### config.mk
export PLATFORM = sky130hd
export DESIGN_NAME = mult4_share_arbiter
export DESIGN_NICKNAME = d
export VERILOG_FILES = /design/src/rtl/mult4_share_arbiter_pkg.sv /design/src/rtl/mult4_share_arbiter_mult.sv /design/src/rtl/mult4_share_arbiter_rr_arbiter.sv /design/src/rtl/mult4_share_arbiter.sv
export SDC_FILE = /design/constraint.sdc
export NUM_CORES = 1
export LEC_CHECK = 0
export BUFFER_PORTS_ARGS = -buffer_cell sky130_fd_sc_hd__buf_4
export CAP_MARGIN = 20
export CORE_AREA = 2 2 103 105
export DETAILED_ROUTE_END_ITERATION = 8
export DIE_AREA = 0 0 105 107
export GPL_ROUTABILITY_DRIVEN = 0
export SLEW_MARGIN = 0
export SYNTH_ARGS = -nofsm -noshare
export SYNTH_HDL_FRONTEND = slang
export SYNTH_SLANG_ARGS = --single-unit
export TNS_END_PERCENT = 10
### constraint.sdc
create_clock -name clk -period 3.4 [get_ports clk]
set_input_delay 0.51 -clock clk [delete_from_list [all_inputs] [get_ports clk]]
set_output_delay 0.51 -clock clk [all_outputs]
set_load 0.005 [all_outputs]
### src/rtl/mult4_share_arbiter_pkg.sv
// Shared types and constants for the shared 4x4 multiplier arbiter.
// Holds the FSM state encoding and the tag-width helper.
package mult4_share_pkg;

  localparam int DW = 4;

  typedef enum logic [1:0] {
    IDLE = 2'd0,
    CALC = 2'd1,
    RESP = 2'd2
  } state_t;

  function automatic int id_w(input int n);
    return (n <= 1) ? 1 : $clog2(n);
  endfunction

endpackage

### src/rtl/mult4_share_arbiter_mult.sv
// Truncating 4x4 multiplier: s = (a*b) mod 16.
// The 4-bit result context discards the high product bits.
module Multiplier_4x4 (
  input  logic [3:0] i_a,
  input  logic [3:0] i_b,
  output logic [3:0] o_s
);

  // Low nibble of the product only.
  assign o_s = i_a * i_b;

endmodule

### src/rtl/mult4_share_arbiter_rr_arbiter.sv
// Combinational round-robin picker.
// Grants the first requester at or above ptr, wrapping mod N.
module rr_arbiter #(
  parameter int N  = 4,
  parameter int IW = 2
) (
  input  logic [N-1:0]  i_req,
  input  logic [IW-1:0] i_ptr,
  output logic [N-1:0]  o_gnt,
  output logic [IW-1:0] o_idx,
  output logic          o_any
);

  // Scan from farthest to nearest so the nearest hit wins.
  always_comb begin
    o_gnt = '0;
    o_idx = '0;
    o_any = 1'b0;
    for (int k = N - 1; k >= 0; k--) begin
      if (i_req[(int'(i_ptr) + k) % N]) begin
        o_any = 1'b1;
        o_idx = IW'((int'(i_ptr) + k) % N);
        o_gnt = '0;
        o_gnt[(int'(i_ptr) + k) % N] = 1'b1;
      end
    end
  end

endmodule

### src/rtl/mult4_share_arbiter.sv
// Round-robin share of one 4x4 multiplier among N_REQ requesters.
// One op in flight: IDLE accepts, CALC multiplies, RESP waits for the consumer.
module mult4_share_arbiter
  import mult4_share_pkg::*;
#(
  parameter int N_REQ = 4,
  parameter int DW    = 4,
  parameter int CNT_W = 8,
  localparam int ID_W = id_w(N_REQ)
) (
  input  logic                clk,
  input  logic                rst_n,
  input  logic [N_REQ-1:0]    req_valid,
  output logic [N_REQ-1:0]    req_ready,
  input  logic [N_REQ*DW-1:0] req_a,
  input  logic [N_REQ*DW-1:0] req_b,
  output logic                rsp_valid,
  input  logic                rsp_ready,
  output logic [ID_W-1:0]     rsp_id,
  output logic [DW-1:0]       rsp_data,
  output logic                busy,
  output logic [CNT_W-1:0]    done_cnt
);

  state_t           r_state;
  logic [ID_W-1:0]  r_ptr;
  logic [DW-1:0]    r_a;
  logic [DW-1:0]    r_b;
  logic [ID_W-1:0]  r_id;

  logic [N_REQ-1:0] w_gnt;
  logic [ID_W-1:0]  w_idx;
  logic             w_any;
  logic             w_accept;
  logic [DW-1:0]    w_a;
  logic [DW-1:0]    w_b;
  logic [DW-1:0]    w_prod;

  rr_arbiter #(
    .N  (N_REQ),
    .IW (ID_W)
  ) u_arb (
    .i_req (req_valid),
    .i_ptr (r_ptr),
    .o_gnt (w_gnt),
    .o_idx (w_idx),
    .o_any (w_any)
  );

  Multiplier_4x4 u_mul (
    .i_a (r_a),
    .i_b (r_b),
    .o_s (w_prod)
  );

  // Grant is only exposed while idle; a grant implies its valid is set.
  assign req_ready = (r_state == IDLE) ? w_gnt : '0;
  assign w_accept  = (r_state == IDLE) && w_any;
  assign w_a       = req_a[w_idx*DW +: DW];
  assign w_b       = req_b[w_idx*DW +: DW];
  assign busy      = (r_state != IDLE);

  // Control FSM with operand, tag, pointer and response registers.
  always_ff @(posedge clk or negedge rst_n) begin
    if (!rst_n) begin
      r_state   <= IDLE;
      r_ptr     <= '0;
      r_a       <= '0;
      r_b       <= '0;
      r_id      <= '0;
      rsp_valid <= 1'b0;
      rsp_id    <= '0;
      rsp_data  <= '0;
      done_cnt  <= '0;
    end else begin
      unique case (r_state)
        IDLE: begin
          if (w_accept) begin
            r_a     <= w_a;
            r_b     <= w_b;
            r_id    <= w_idx;
            r_ptr   <= (w_idx == ID_W'(N_REQ - 1)) ? '0 : w_idx + 1'b1;
            r_state <= CALC;
          end
        end
        CALC: begin
          rsp_data  <= w_prod;
          rsp_id    <= r_id;
          rsp_valid <= 1'b1;
          r_state   <= RESP;
        end
        RESP: begin
          if (rsp_ready) begin
            rsp_valid <= 1'b0;
            done_cnt  <= done_cnt + 1'b1;
            r_state   <= IDLE;
          end
        end
        default: r_state <= IDLE;
      endcase
    end
  end

endmodule

======== Word-level counts from Yosys, hierarchy flattened ========
Cells that the tools add are included.
word-level totals
  bits in registers ....................... 29
  input bits .............................. 39
  output and inout port bits .............. 20
  logic and storage cells ................. 86
operators by class
  $add $sub $neg .......................... 5
  multipliers ............................. 1
  $lt $le $gt $ge ......................... 8
  equal/unequal tests ..................... 5
  shift-type cells ........................ 2
  mux-type cells .......................... 38
  bitwise gates (word level) .............. 3
  reduce and logical (&&, ||, !) cells .... 15
operators with widths
  kind                   number
  $shiftx A16 B5 Y4      2
  $mux W4                5
  $mux W1                16
  $mux W2                7
  $lt A3 B4 Y1 const B   3
  $ge A3 B1 Y1 const B   3
  $add A8 B1 Y8 const B  1
  $bmux W1 S2            4
  $demux W1 S2           4
  $reduce_and A2 Y1      4
  $pmux W2 S3            1
  $reduce_or A2 Y1       3
  $logic_and A1 B1 Y1    5
  $add A2 B1 Y2 const B  2
  $add A2 B2 Y2 const B  2
  $eq A2 B2 Y1 const B   2
  $mul A4 B4 Y4          1
  $ne A2 B2 Y1 const B   2
  $reduce_bool A2 Y1     2
  $and A1 B1 Y1 const A  3
  $lt A2 B3 Y1 const B   1
  $eq A2 B1 Y1 const B   1
  $ge A2 B1 Y1 const B   1
  $logic_not A2 Y1       1
  $pmux W1 S2            1

======== Logic depth before layout (Yosys ltp) ========
Gate-level depths: netlist of run 1.
  word-level depth ........................ 13
  gate-level depth with buffers ........... 10
  mapped depth without buffers ............ 8

======== Cells and area by module ========
From an unflattened synthesis of run 1, not the netlist that was laid out.
unflattened totals
  cells, all modules ...................... 180
  area, all modules ....................... 2105.8 µm²
modules (own cells, without submodules)
  module               times used  cells each  area an instance (µm²)  seq. area each (µm²)
  mult4_share_arbiter  1           100         1422.6                  725.7
  rr_arbiter           1           61          509.2                   0.0
  Multiplier_4x4       1           19          173.9                   0.0

======== Worst setup path after synthesis of run 1 ========
Ideal clock, no wire load.
  kind .................................... register to output
  start ................................... register r_ptr[0]
  end ..................................... output req_ready[2]
  data arrival time ....................... 2327 ps
  required time ........................... 2890 ps
  slack ................................... 563 ps
  stages on the path, launching flop included .. 11
  buffers on the path ..................... 2
  cells stage by stage .................... dfrtp_1 > buf_4 > inv_1 > ha_1 > clkbuf_4 > mux4_2 > nor2b_2 > a22oi_1 > nor2_1 > a21oi_1 > o22ai_1
between the ends
  word-level cells in the longest chain between the ends .. 12
  elaborated cells on any way between the ends .. 45
  classes of those cells .................. add/sub: 3; order compare: 8; mux: 24; bitwise: 3; reduce/logical: 7
RTL lines
  item                                                                       line                                                                        text
  from (decl)                                                                mult4_share_arbiter.sv:26                                                   logic [ID_W-1:0] r_ptr;
  from (signal assigned)                                                     mult4_share_arbiter.sv:82                                                   r_ptr <= (w_idx == ID_W'(N_REQ - 1)) ? '0 : w_idx + 1'b1;
  $add A2 B2 Y2                                                              mult4_share_arbiter_rr_arbiter.sv:20, mult4_share_arbiter_rr_arbiter.sv:24
  $reduce_or A2 Y1 (no line)                                                 --
  $and A1 B1 Y1 (no line)                                                    --
  $lt A3 B4 Y1 (not written as such) / $ge A3 B1 Y1 (equally long branches)  mult4_share_arbiter_rr_arbiter.sv:24                                        o_gnt[(int'(i_ptr) + k) % N] = 1'b1;
  $logic_and A1 B1 Y1 (not written as such)                                  mult4_share_arbiter_rr_arbiter.sv:24
  $mux W1 (not written as such)                                              mult4_share_arbiter_rr_arbiter.sv:24
  $demux W1 S2                                                               --
  $mux W4 (3 in a row)                                                       mult4_share_arbiter_rr_arbiter.sv:20                                        if (i_req[(int'(i_ptr) + k) % N]) begin
  $mux W4 (*)                                                                mult4_share_arbiter_rr_arbiter.sv:20
  $mux W4 (*)                                                                mult4_share_arbiter.sv:57                                                   assign req_ready = (r_state == IDLE) ? w_gnt : '0;
  to (decl)                                                                  mult4_share_arbiter.sv:14                                                   output logic [N_REQ-1:0] req_ready,
Every way passes the cells marked *; elsewhere a longest branch is shown, timed or not. The select of a mux whose other input is x is not followed.

======== Final worst setup path of run 1 ========
Ends and elaborated chain as after synthesis.

==> summary by stage, run 1 <==
Synthesis
The share of the synthesized area in compound gates (AO/OA/AOI/OAI) is 0.221. After synthesis, the mean cell area works out to 9.16 um2. Of the total synthesized cell area, the portion taken by XOR and XNOR cells is 0.0500. After synthesis, the cell types taking the most area are sky130_fd_sc_hd__dfrtp_1 30%, sky130_fd_sc_hd__ha_1 6.6%, sky130_fd_sc_hd__nand2_1 4.6%.

sky130_fd_sc_hd__dfrtp_1 takes more of the synthesized area than any other cell. The most used flip-flop cell after synthesis is sky130_fd_sc_hd__dfrtp_1. Of the post-synthesis cell area, the part taken by muxes is 0.106. The post-synthesis async set-or-reset flop share is 1.00. Of the post-synthesis cell area, the dominant cell type holds 0.296.

The count of distinct cell types in the synthesized netlist is 51. The cell area after synthesis is 0.00245 mm2. After synthesis, the largest family of logic cells by area is compound AO/OA/AOI/OAI gates.

The number of enable-type register cells in the synthesized netlist is 0. The synthesized instance count is 268. The post-synthesis net count is 320. The share of the Yosys chip area taken by registers is 0.296. Yosys printed 0 warnings. Of the total synthesized cell area, the portion taken by full adders, half adders and majority gates is 0.0663. Of the total synthesized cell area, the portion taken by AND, OR, NAND and NOR gates is 0.215. Counting flops and latches in the post-synthesis netlist gives 29.

Timing
The tightest hold margin is 150 ps. Setup repair after global routing left no endpoint under its margin. Derived from the worst setup path, the maximum achievable clock frequency is 316 MHz. At the pin with the least slew margin, the transition time is 837 ps.

The number of failing setup endpoints in the final timing report is 0. The final count of hold timing violations came to 0. Setup slack on the critical path of the routed design comes to 234 ps. Dividing the final minimum period by the clock period gives 0.931.

In the final timing run, aggregate negative setup slack is 0 ps. The count of final max-slew check failures came to 0. The clock period minus final worst setup slack is 3170 ps. In this run the tightest slew margin relative to its limit is 0.442. Clock skew on the completed layout was measured at 9.18 ps.

Power and ir drop
The sum of internal, switching and leakage power is 2.83 mW. The worst supply voltage drop on vdd is 0.000222 V. In this run the static leakage power is 1.31 nW. The power per cell area is 918 mW/mm2.

Layout
In the final layout, the multi-input gates occupy 0.00161 mm2. Measured on the finished design, the core utilization comes to 0.305. The register area is 726 um2.

The synthesis-to-finish area growth is 25.4%. The number of filler instances in the final layout is 1081. The non-filler instance count after layout is 461. The repair_antennas step left the layout with diodes totalling 0. The net count reported at finish is 376. Of the cells placed in the final design, the portion with a size suffix greater than 1 is 0.323.

After routing the design area is 0.00308 mm2.

GRT
The initial antenna violation count is 0. The global-route usage over all layers is 0.111. The maximum number of pins on one net before global-route repair is 30.

The number of global-route vias before repair is 2138. The first-pass GRT wire length is 10200 um. The total congestion overflow is 0.

Clock tree
Once the clock tree was built, the resizer swapped 0 gates to a different size. The buffer levels on the longest clock path is 2. The clock transition at the registers of the reported paths is 70 ps. The clock reaches the later pin of the worst-skew pair after 280 ps. The setup fix buffers added after clock tree synthesis is 0.

The number of buffers inserted during clock tree synthesis is 5. In this run, post-CTS hold repair placed 0 buffers. CTS saw 29 sinks. The TritonCTS clock tree is built.

The number of H-tree branching levels is 2. CTS placed an instance of sky130_fd_sc_hd__clkbuf_8 at the clock tree root.

Route
For this run, design rule violations remaining after detail routing come to 0. The final wirelength is 6270 um. The routed layout has 2214 vias. In the final routed layout, each cell accounts on average for 13.6 um. The number of design-rule violations left by the first detailed-router iteration is 138. The detail route stage leaves a number of antenna-violating nets equal to 0. In the routed layout, each cell is associated on average with a via count of 4.80. The number of iterations in the first detailed-routing pass is 5.

Floorplanning
The die is 107 um tall. The die covers 0.0112 mm2. In this run the standard cell core region covers 0.0101 mm2. The placement row count is 37.

The boundary pin count is 59. The effective utilization at floorplan is 0.243. From left edge to right edge, the die measures 105 um.

Status
The flow ran to the end, and the final reports show no timing, DRC or antenna violations.

Setup path
The maximum fanout count along the critical path is 11. The data required time at the worst endpoint is 2890 ps. The signal on the critical path passes through inv_1 > ha_1 > mux4_2 > nor2b_2 > a22oi_1 > nor2_1 > a21oi_1 > o22ai_1 > buf_4. The largest individual stage delay along the critical path comes from the cell sky130_fd_sc_hd__ha_1. STA classifies the critical path endpoint as an output port. The delay of the slowest cell on the worst path is 560 ps. The type of the worst setup path is register to output port. At the worst endpoint, the arrival time is 2660 ps. The launching point of the worst reg2reg path is r_ptr[0]. STA classifies the critical path startpoint as a register. The startpoint of the worst setup timing path is r_ptr[0].

Place
The number of input and output port buffers inserted is 58. After detailed placement, the total cell area comes to 0.00300 mm2. The wire-length estimate of the detail-placed layout is 4720 um. At the placement stage, the worst setup path has a slack of 561 ps. After detailed placement, the design holds a cell count of 453.

Flow run
The max-cap check violation count is 0.

Hold path
The tightest min-delay check is of the primary input to async pin type.
==> per-layer routing <==
metal,vias to the layer above,share of wire,global-route usage
met5,-,0,0
met2,85,0.49,0.186
met3,2,0.054,0.0207
met4,0,0.0061,0.0314
li1,1101,-,-
met1,1026,0.45,0.147
==> Yosys cell counts (2+ instances only) <==
cell type,instances
sky130_fd_sc_hd__mux2_2,7
sky130_fd_sc_hd__clkbuf_1,2
sky130_fd_sc_hd__a21oi_1,11
sky130_fd_sc_hd__o32ai_1,6
sky130_fd_sc_hd__nor4b_1,5
sky130_fd_sc_hd__o22ai_1,5
sky130_fd_sc_hd__buf_2,3
sky130_fd_sc_hd__nor3_1,10
sky130_fd_sc_hd__and2_1,6
sky130_fd_sc_hd__o21bai_1,5
sky130_fd_sc_hd__mux2i_1,8
sky130_fd_sc_hd__xor2_1,2
sky130_fd_sc_hd__xnor2_1,12
sky130_fd_sc_hd__a31oi_1,2
sky130_fd_sc_hd__nor2_1,30
sky130_fd_sc_hd__buf_6,3
sky130_fd_sc_hd__nand2b_1,4
sky130_fd_sc_hd__nand2_1,30
sky130_fd_sc_hd__nand3_1,8
sky130_fd_sc_hd__mux4_2,2
sky130_fd_sc_hd__dfrtp_1,29
sky130_fd_sc_hd__nor2_2,4
sky130_fd_sc_hd__a22oi_1,4
sky130_fd_sc_hd__o221ai_2,6
sky130_fd_sc_hd__ha_1,13
sky130_fd_sc_hd__o221ai_1,2
sky130_fd_sc_hd__o21ai_1,3
sky130_fd_sc_hd__nand4_1,2
sky130_fd_sc_hd__a21oi_2,6
sky130_fd_sc_hd__o21ai_0,11
sky130_fd_sc_hd__buf_4,4
sky130_fd_sc_hd__inv_1,4
==> cells in the final DEF, fill, tap and decap left out, types with 7 or more instances in the layout <==
master,netlist,layout
sky130_fd_sc_hd__mux2i_1,8,8
sky130_fd_sc_hd__a21oi_1,11,11
sky130_fd_sc_hd__xnor2_1,12,12
sky130_fd_sc_hd__nand3_1,8,8
sky130_fd_sc_hd__o21ai_0,11,11
sky130_fd_sc_hd__dfrtp_1,29,29
sky130_fd_sc_hd__nand2_1,30,30
sky130_fd_sc_hd__ha_1,13,13
sky130_fd_sc_hd__nor2_1,30,30
sky130_fd_sc_hd__buf_4,4,62
sky130_fd_sc_hd__nor3_1,10,10
sky130_fd_sc_hd__mux2_2,7,7
==> state kept, by name, indices dropped and copies added (netlist names), 2 cells and up <==
register / flops
done_cnt: 8
r_id: 2
r_state: 2
rsp_id: 2
rsp_data: 4
r_ptr: 2
r_b: 4
r_a: 4
==> final timing paths <==
path	slack, ps	depth (start not counted)	to
worst max-delay path	230	9	req_ready[2]
worst min-delay path	150	1	rsp_data[1]
worst max register to register	790	7	r_a[1]
worst min register to register	480	1	done_cnt[7]
max in group asynchronous	2970	1	r_a[0]
min in group clk	450	2	r_state[1]
==> final cells by class <==
class / instances / area share
inverters: 5 / 0.00691
flip-flops and latches: 29 / 0.236
clock buffers: 6 / 0.0236
clock inverters: 2 / 0.00325
multi-input cells: 221 / 0.524
repair buffers: 62 / 0.151
well taps: 136 / 0.0553
==> critical path, delay by kind of cell, from the launching register on <==
| kind | cells | cell delay (ps) |
|---|---|---|
| fa+ha+maj | 1 | 560 |
| mux | 1 | 550 |
| compound gates | 3 | 420 |
| flops | 1 | 350 |
| buf+inv | 2 | 270 |
| simple gates | 2 | 250 |
==> power by group <==
part / internal, mW / switching, mW
Combinational: 0.857 / 1.08
Sequential: 0.503 / 0.121
Clock: 0.141 / 0.128
Total: 1.50 / 1.33
==> cells by family (layout without fill, tap and decap cells) <==
group	after synthesis	after routing
fa+ha+maj	13	13
mux	20	20
buf+inv	18	75
flops	29	29
compound gates	68	68
simple gates	106	106
xor+xnor	14	14
(Power assumes the default switching activity.)
==> inputs of run 2 (changes only) <==
- clock period: 3.4 -> 2.85 ns (I/O delays scaled with it)
==> run 2 against run 1 <==
- register-to-register slack worse by 270 ps
- clock skew down 3.9 ps
- sequential cell count unchanged
- non-clock buffer count up 4
- clock power up 19%
- critical path type unchanged
==> summary by stage, run 2 (synthesis gave the netlist of run 1 again) <==
Floorplanning
The overall die area is 0.0112 mm2 (unchanged). The effective utilization at floorplan is 0.243 (unchanged). The area of the core came to 0.0101 mm2 (unchanged).

The boundary pin count is 59 (unchanged). The vertical die dimension is 107 um (unchanged). The horizontal die dimension is 105 um (unchanged). The placement row count is 37 (unchanged).

Layout
The count of antenna diodes in the layout is 0 (unchanged). The area growth from synthesis to layout is 27.3%. The library cell used most frequently in the layout, excluding fill and tap cells, is sky130_fd_sc_hd__buf_4. The flip-flop count of the largest register, all copies and words added was 8 (unchanged). The register name with the most flops is done_cnt. The number of filler instances in the final layout is 1071 (-0.93%). The non-filler instance count after layout is 465 (+0.87%). In the layout the commonest cells are 66 x sky130_fd_sc_hd__buf_4, 30 x sky130_fd_sc_hd__nor2_1, 30 x sky130_fd_sc_hd__nand2_1. The net count reported at finish is 380 (+1.1%). The share of final-layout standard cells stronger than drive strength 1 was 0.343 (+0.0204).

Timing
The count of final max-slew check failures is 0 (unchanged). Counting I/O delays and the setup requirement, the final critical path takes 2810 ps. The slew at the pin closest to its max-slew limit came to 667 ps (-170 ps). The headroom to the max-slew limit was 0.552 (+0.110). The share of the cycle needed by the critical path after routing is 0.986. For this run, the top clock speed supported by timing is 356 MHz. The number of failing setup endpoints in the final timing report was 0 (unchanged).

The final count of hold timing violations is 0 (unchanged). The maximum clock skew at final layout was 5.25 ps (-3.93 ps). The final worst-path setup slack came to 39.5 ps (-195 ps).

Setup path
The delay of the slowest cell on the worst path came to 610 ps (+50 ps). The worst setup path is captured at an output port. The data required time at the worst endpoint was 2420 ps (-470 ps). The endpoint arrival time on the critical path came to 2380 ps (-280 ps). The launching point of the worst reg2reg path is r_ptr[1]. The maximum fanout count along the critical path came to 19 (+8). The worst setup slack for register-to-register paths is 520 ps (-270 ps). The type of the worst setup path is register to output port. The endpoint identified for the worst register-to-register timing path is r_b[1]. The startpoint class of the critical path is a register. The worst reg-to-reg path cell count was 8 (+1). The cell at the slowest stage of the critical path is sky130_fd_sc_hd__mux4_2.

Walking the worst path, the cells encountered are buf_4 > mux4_2 > nor2b_2 > a22oi_1 > nor2_1 > a21oi_2 > o22ai_1 > buf_4. The most frequent cell on the critical path is sky130_fd_sc_hd__buf_4.

GRT
The first-pass GRT wire length was 10900 um (+6.6%). The total congestion overflow is 0 (unchanged). The maximum number of pins on one net before global-route repair is 30 (unchanged).

The number of global-route vias before repair is 2225 (+4.1%). The global-route usage over all layers is 0.119 (+0.00729). The initial antenna violation count was 0 (unchanged).

Clock tree
The clock latency of the later-clocked register in the worst-skew pair is 280 ps (about the same). The hold buffer count at CTS was 0 (unchanged). The clock transition at the registers of the reported paths is 60 ps (about the same).

Clock tree synthesis selected as its root buffer the cell sky130_fd_sc_hd__clkbuf_8. The buffer levels on the longest clock path came to 2 (unchanged). The number of H-tree branching levels was 2 (unchanged). The number of buffers inserted during clock tree synthesis was 5 (unchanged).

The TritonCTS clock tree is built. The count of clock tree sinks came to 29 (unchanged). The setup fix buffers added after clock tree synthesis is 0 (unchanged).

Status
The flow ran to the end, and the final reports show no timing, DRC or antenna violations.

Route
The final routed DRC violation total is 0 (unchanged). The number of design-rule violations left by the first detailed-router iteration is 82 (-41%). The final antenna-violating net count is 0 (unchanged). The number of iterations in the first detailed-routing pass was 4 (-1). The final wirelength is 6540 um (+4.4%). The total vias in the final route was 2251 (+1.7%). The routed length per instance is 14.1 um (+3.5%). The routed via count divided by cell count is 4.84 (+0.80%).

Power and ir drop
The clock network power share is 0.092 (-0.003). The switching power share of the total came to 0.465 (-0.00378). The combinational fraction of design power is 0.695 (+0.011). The static power due to leakage is 1.32 nW (+0.68%). The internal power contribution is 1.87 mW (+25%). The worst supply voltage drop on vdd came to 0.000345 V (+55%). The power share of the sequential group is 0.213 (-0.008). The power per cell area is 1120 mW/mm2 (+22%). The net switching power figure is 1.63 mW (+23%).

Place
The number of instances in the placed design was 457 (+0.88%). The HPWL reported at the end of detailed placement is 4870 um (+3.2%). The number of input and output port buffers inserted is 58 (unchanged). The worst setup slack before clock tree synthesis is 364 ps (-197 ps).

Hold path
The worst hold-check path type is primary input to async pin.

Flow run
The max-cap check violation count is 0 (unchanged).
==> run 2: cell types whose count changed in the layout (fill, tap and decap cells not counted), moves of 2 or more <==
cell	change
sky130_fd_sc_hd__clkinv_2	-2
sky130_fd_sc_hd__buf_4	+4
sky130_fd_sc_hd__inv_1	-2
sky130_fd_sc_hd__clkbuf_1	+2
sky130_fd_sc_hd__inv_2	+2
==> run 2: layer usage <==
| metal | vias up | share of wire | global-route usage |
|---|---|---|---|
| li1 | 1106 | - | - |
| met1 | 1053 | 0.45 | 0.155 |
| met2 | 84 | 0.48 | 0.198 |
| met3 | 8 | 0.049 | 0.0213 |
| met4 | 0 | 0.014 | 0.0381 |
| met5 | - | 0 | 0 |
==> run 2: layout make-up <==
| type | instances | area (um2) | share of cell area |
|---|---|---|---|
| Multi-Input combinational cell | 221 | 1630 | 0.522 |
| Sequential cell | 29 | 726 | 0.232 |
| Timing Repair Buffer | 66 | 495 | 0.159 |
| Tap cell | 136 | 170 | 0.0545 |
| Clock buffer | 8 | 80.1 | 0.0256 |
| Inverter | 5 | 21.3 | 0.00681 |
==> run 2: worst max path at each step <==
stage	start	end	slack, ps	cells past startpoint
final	r_ptr[0]	req_ready[2]	40	8
after global routing	r_ptr[0]	req_ready[2]	-70	8
after CTS	r_ptr[0]	req_ready[0]	60	9
after detailed placement	r_ptr[0]	req_ready[0]	360	9
after global placement	r_ptr[0]	req_ready[2]	430	9
after floorplan	r_ptr[0]	req_ready[2]	100	10
==> run 2: critical path: cells and delay by family, from the launching register on <==
| kind | cells | cell delay [ps] |
|---|---|---|
| muxes | 1 | 610 |
| and+or+nand+nor | 2 | 420 |
| buffers and inverters | 2 | 390 |
| DFF | 1 | 360 |
| AOI/OAI and AO/OA | 3 | 310 |
==> run 2: stage by stage <==
step / power [mW] / hold slack [ps] / area (um2) / util / setup TNS (ps)
2_1_floorplan: 2.48 / 132 / 2450 / - / 0
3_3_place_gp: 3.10 / 372 / 3030 / 0.300 / 0
3_5_place_dp: 3.14 / 381 / 3030 / 0.300 / 0
4_1_cts: 3.48 / 80.3 / 3110 / 0.308 / 0
5_1_grt: 3.82 / 97.4 / 3120 / 0.309 / -127
6_report: 3.50 / 66.0 / 3120 / 0.309 / 0
==> run 2: repair_timing <==
action,CTS,global route
setup endpoints to repair,0,4
endpoints found under the hold margin,0,0
resized for setup,0,7
==> run 2: power groups by stage <==
stage          sequential, mW  combinational (mW)  clock, mW
6_report                0.748                2.43      0.322
5_1_grt                 0.781                2.69      0.350
4_1_cts                 0.752                2.40      0.333
3_5_place_dp            0.758                2.38          0
3_3_place_gp            0.747                2.35          0
2_1_floorplan           0.745                1.73          0
==> inputs of run 3 (changes only) <==
- CTS_BUF_LIST: unset -> sky130_fd_sc_hd__clkbuf_2 sky130_fd_sc_hd__clkbuf_4 sky130_fd_sc_hd__clkbuf_8
==> run 3 against run 2 <==
- largest cell class unchanged
- fmax rose by 0.22%
- critical path type unchanged
- critical endpoint unchanged
- via count unchanged
- cell area rose by 0.36%
- highest routed layer unchanged
- setup slack better by 6.1 ps
- clock skew is 0.76 ps lower
==> summary by stage, run 3 (synthesis gave the netlist of run 1 again) <==
Timing
The clock period minus final worst setup slack is 2800 ps (-6.08 ps). The final count of hold timing violations is 0 (unchanged). The slew at the pin closest to its max-slew limit is 672 ps (+5.18 ps). The final worst-path setup slack is 45.6 ps (+6.08 ps). The number of failing setup endpoints in the final timing report is 0 (unchanged).

The headroom to the max-slew limit is 0.549 (-0.00347). The maximum clock skew at final layout came to 4.48 ps (-0.764 ps). The share of the cycle needed by the critical path after routing is 0.984 (-0.00213). The maximum operating frequency was 357 MHz (+0.22%). The count of final max-slew check failures is 0 (unchanged).

Power and ir drop
The internal power contribution is 1.90 mW (+1.5%). The net switching power figure came to 1.63 mW (-0.20%). The sum of internal, switching and leakage power came to 3.53 mW (+0.72%). The power share of the sequential group came to 0.212 (about the same). The switching power share of the total was 0.461 (-0.00427). The combinational fraction of design power is 0.689 (-0.006).

The worst supply voltage drop on vdd was 0.000344 V (-0.34%). The static power due to leakage was 1.33 nW (+0.78%). The clock network power share is 0.099 (+0.007). The power per cell area was 1130 mW/mm2 (+0.36%).

Setup path
The maximum fanout count along the critical path came to 19 (unchanged). The kind of end point of the critical path is an output port. The worst setup slack for register-to-register paths came to 510 ps (about the same). In this run the critical register-to-register path is captured at r_b[1]. The type of the worst setup path is register to output port. The endpoint arrival time on the critical path came to 2380 ps (about the same). The worst reg-to-reg path cell count is 8 (unchanged). The startpoint class of the critical path is a register. The worst register-to-register path begins at r_ptr[1]. The data required time at the worst endpoint is 2420 ps (about the same).

Floorplanning
The area of the core came to 0.0101 mm2 (unchanged). The effective utilization at floorplan is 0.243 (unchanged). The placement row count is 37 (unchanged). The vertical die dimension is 107 um (unchanged). The overall die area is 0.0112 mm2 (unchanged). The horizontal die dimension is 105 um (unchanged). The boundary pin count is 59 (unchanged).

GRT
The initial antenna violation count is 0 (unchanged). The global-route usage over all layers is 0.119 (unchanged). The total congestion overflow is 0 (unchanged).

The maximum number of pins on one net before global-route repair is 30 (unchanged). The first-pass GRT wire length is 10900 um (unchanged). The number of global-route vias before repair was 2225 (unchanged).

Clock tree
The number of buffers inserted during clock tree synthesis is 5 (unchanged). The number of H-tree branching levels is 2 (unchanged). The hold buffer count at CTS was 0 (unchanged). The count of clock tree sinks is 29 (unchanged). The buffer levels on the longest clock path is 2 (unchanged). The total of cells resized after clock tree synthesis is 0 (unchanged). The clock latency of the later-clocked register in the worst-skew pair is 270 ps (about the same). The clock transition at the registers of the reported paths is 60 ps (about the same).

TritonCTS built the clock tree. The setup fix buffers added after clock tree synthesis is 0 (unchanged). CTS placed an instance of sky130_fd_sc_hd__clkbuf_8 at the clock tree root.

Layout
The count of antenna diodes in the layout is 0 (unchanged). The net count reported at finish is 380 (unchanged). The commonest non-fill, non-tap cell in the layout is sky130_fd_sc_hd__buf_4. The register name with the most flops is done_cnt. The top cell types in the final layout, fill and taps aside, are 66 x sky130_fd_sc_hd__buf_4, 30 x sky130_fd_sc_hd__nor2_1, 30 x sky130_fd_sc_hd__nand2_1. The flip-flop count of the largest register, all copies and words added was 8 (unchanged).

The share of final-layout standard cells stronger than drive strength 1 came to 0.353 (+0.00912). From synthesis to final layout, the design area changed by 27.7%.

Route
The final antenna-violating net count is 0 (unchanged). The final routed DRC violation total is 0 (unchanged). The number of design-rule violations left by the first detailed-router iteration was 86 (+4.9%). The total vias in the final route is 2251 (unchanged).

The final wirelength is 6540 um (about the same). The routed length per instance came to 14.1 um (about the same). The routed via count divided by cell count is 4.84 (unchanged). The number of iterations in the first detailed-routing pass is 4 (unchanged).

Hold path
The worst hold-check path type is primary input to async pin.

Place
The number of input and output port buffers inserted came to 58 (unchanged). The HPWL reported at the end of detailed placement is 4870 um (unchanged). The worst setup slack before clock tree synthesis is 364 ps (unchanged).

Status
The run finished with clean final reports.

Flow run
The max-cap check violation count came to 0 (unchanged).
==> run 3: cell count changes in the layout (fill, tap and decap cells not counted) <==
cell	before	now
sky130_fd_sc_hd__clkbuf_4	0	3
sky130_fd_sc_hd__clkbuf_1	3	0
==> run 3: worst max path at each step <==
stage	from	slack, ps	to
finish	r_ptr[0]	50	req_ready[2]
global route	r_ptr[0]	-70	req_ready[2]
CTS	r_ptr[0]	60	req_ready[0]
floorplan	r_ptr[0]	100	req_ready[2]
global placement	r_ptr[0]	430	req_ready[2]
detailed placement	r_ptr[0]	360	req_ready[0]
==> run 3: stage by stage <==
stage	std cells	hold slack, ps	setup TNS (ps)	utilization	instance area (um2)
2_1_floorplan	268	132	0	-	2450
3_3_place_gp	457	372	0	0.300	3030
3_5_place_dp	457	381	0	0.300	3030
4_1_cts	465	80.3	0	0.309	3120
5_1_grt	465	97.4	-127	0.311	3130
6_report	465	66.8	0	0.311	3130
==> run 3: per-layer routing <==
layer,share of wire,vias to the layer above,track usage
met4,0.014,0,0.0381
met2,0.49,70,0.198
met1,0.46,1067,0.155
met3,0.042,8,0.0213
met5,0,-,0
li1,-,1106,-
==> run 3: power groups by stage <==
| stage | sequential (mW) | combinational, mW | clock [mW] |
|---|---|---|---|
| after floorplan | 0.745 | 1.73 | 0 |
| after global placement | 0.747 | 2.35 | 0 |
| after detailed placement | 0.758 | 2.38 | 0 |
| after CTS | 0.752 | 2.40 | 0.361 |
| after global routing | 0.781 | 2.69 | 0.379 |
| final | 0.748 | 2.43 | 0.349 |
==> run 3: cell type report <==
class,instances,area (um2)
well taps,136,170
flip-flops and latches,29,726
fillers,1071,6960
inverters,5,21.3
repair buffers,66,495
multi-input cells,221,1630
clock buffers,8,91.3
==> run 3: worst max-delay path: stages (launching register included) <==
cell                      delay (ps)
sky130_fd_sc_hd__dfrtp_1         360
sky130_fd_sc_hd__buf_4           260
sky130_fd_sc_hd__mux4_2          610
sky130_fd_sc_hd__nor2b_2         250
sky130_fd_sc_hd__a22oi_1         100
sky130_fd_sc_hd__nor2_1          170
sky130_fd_sc_hd__a21oi_2          50
sky130_fd_sc_hd__o22ai_1         160
sky130_fd_sc_hd__buf_4           130
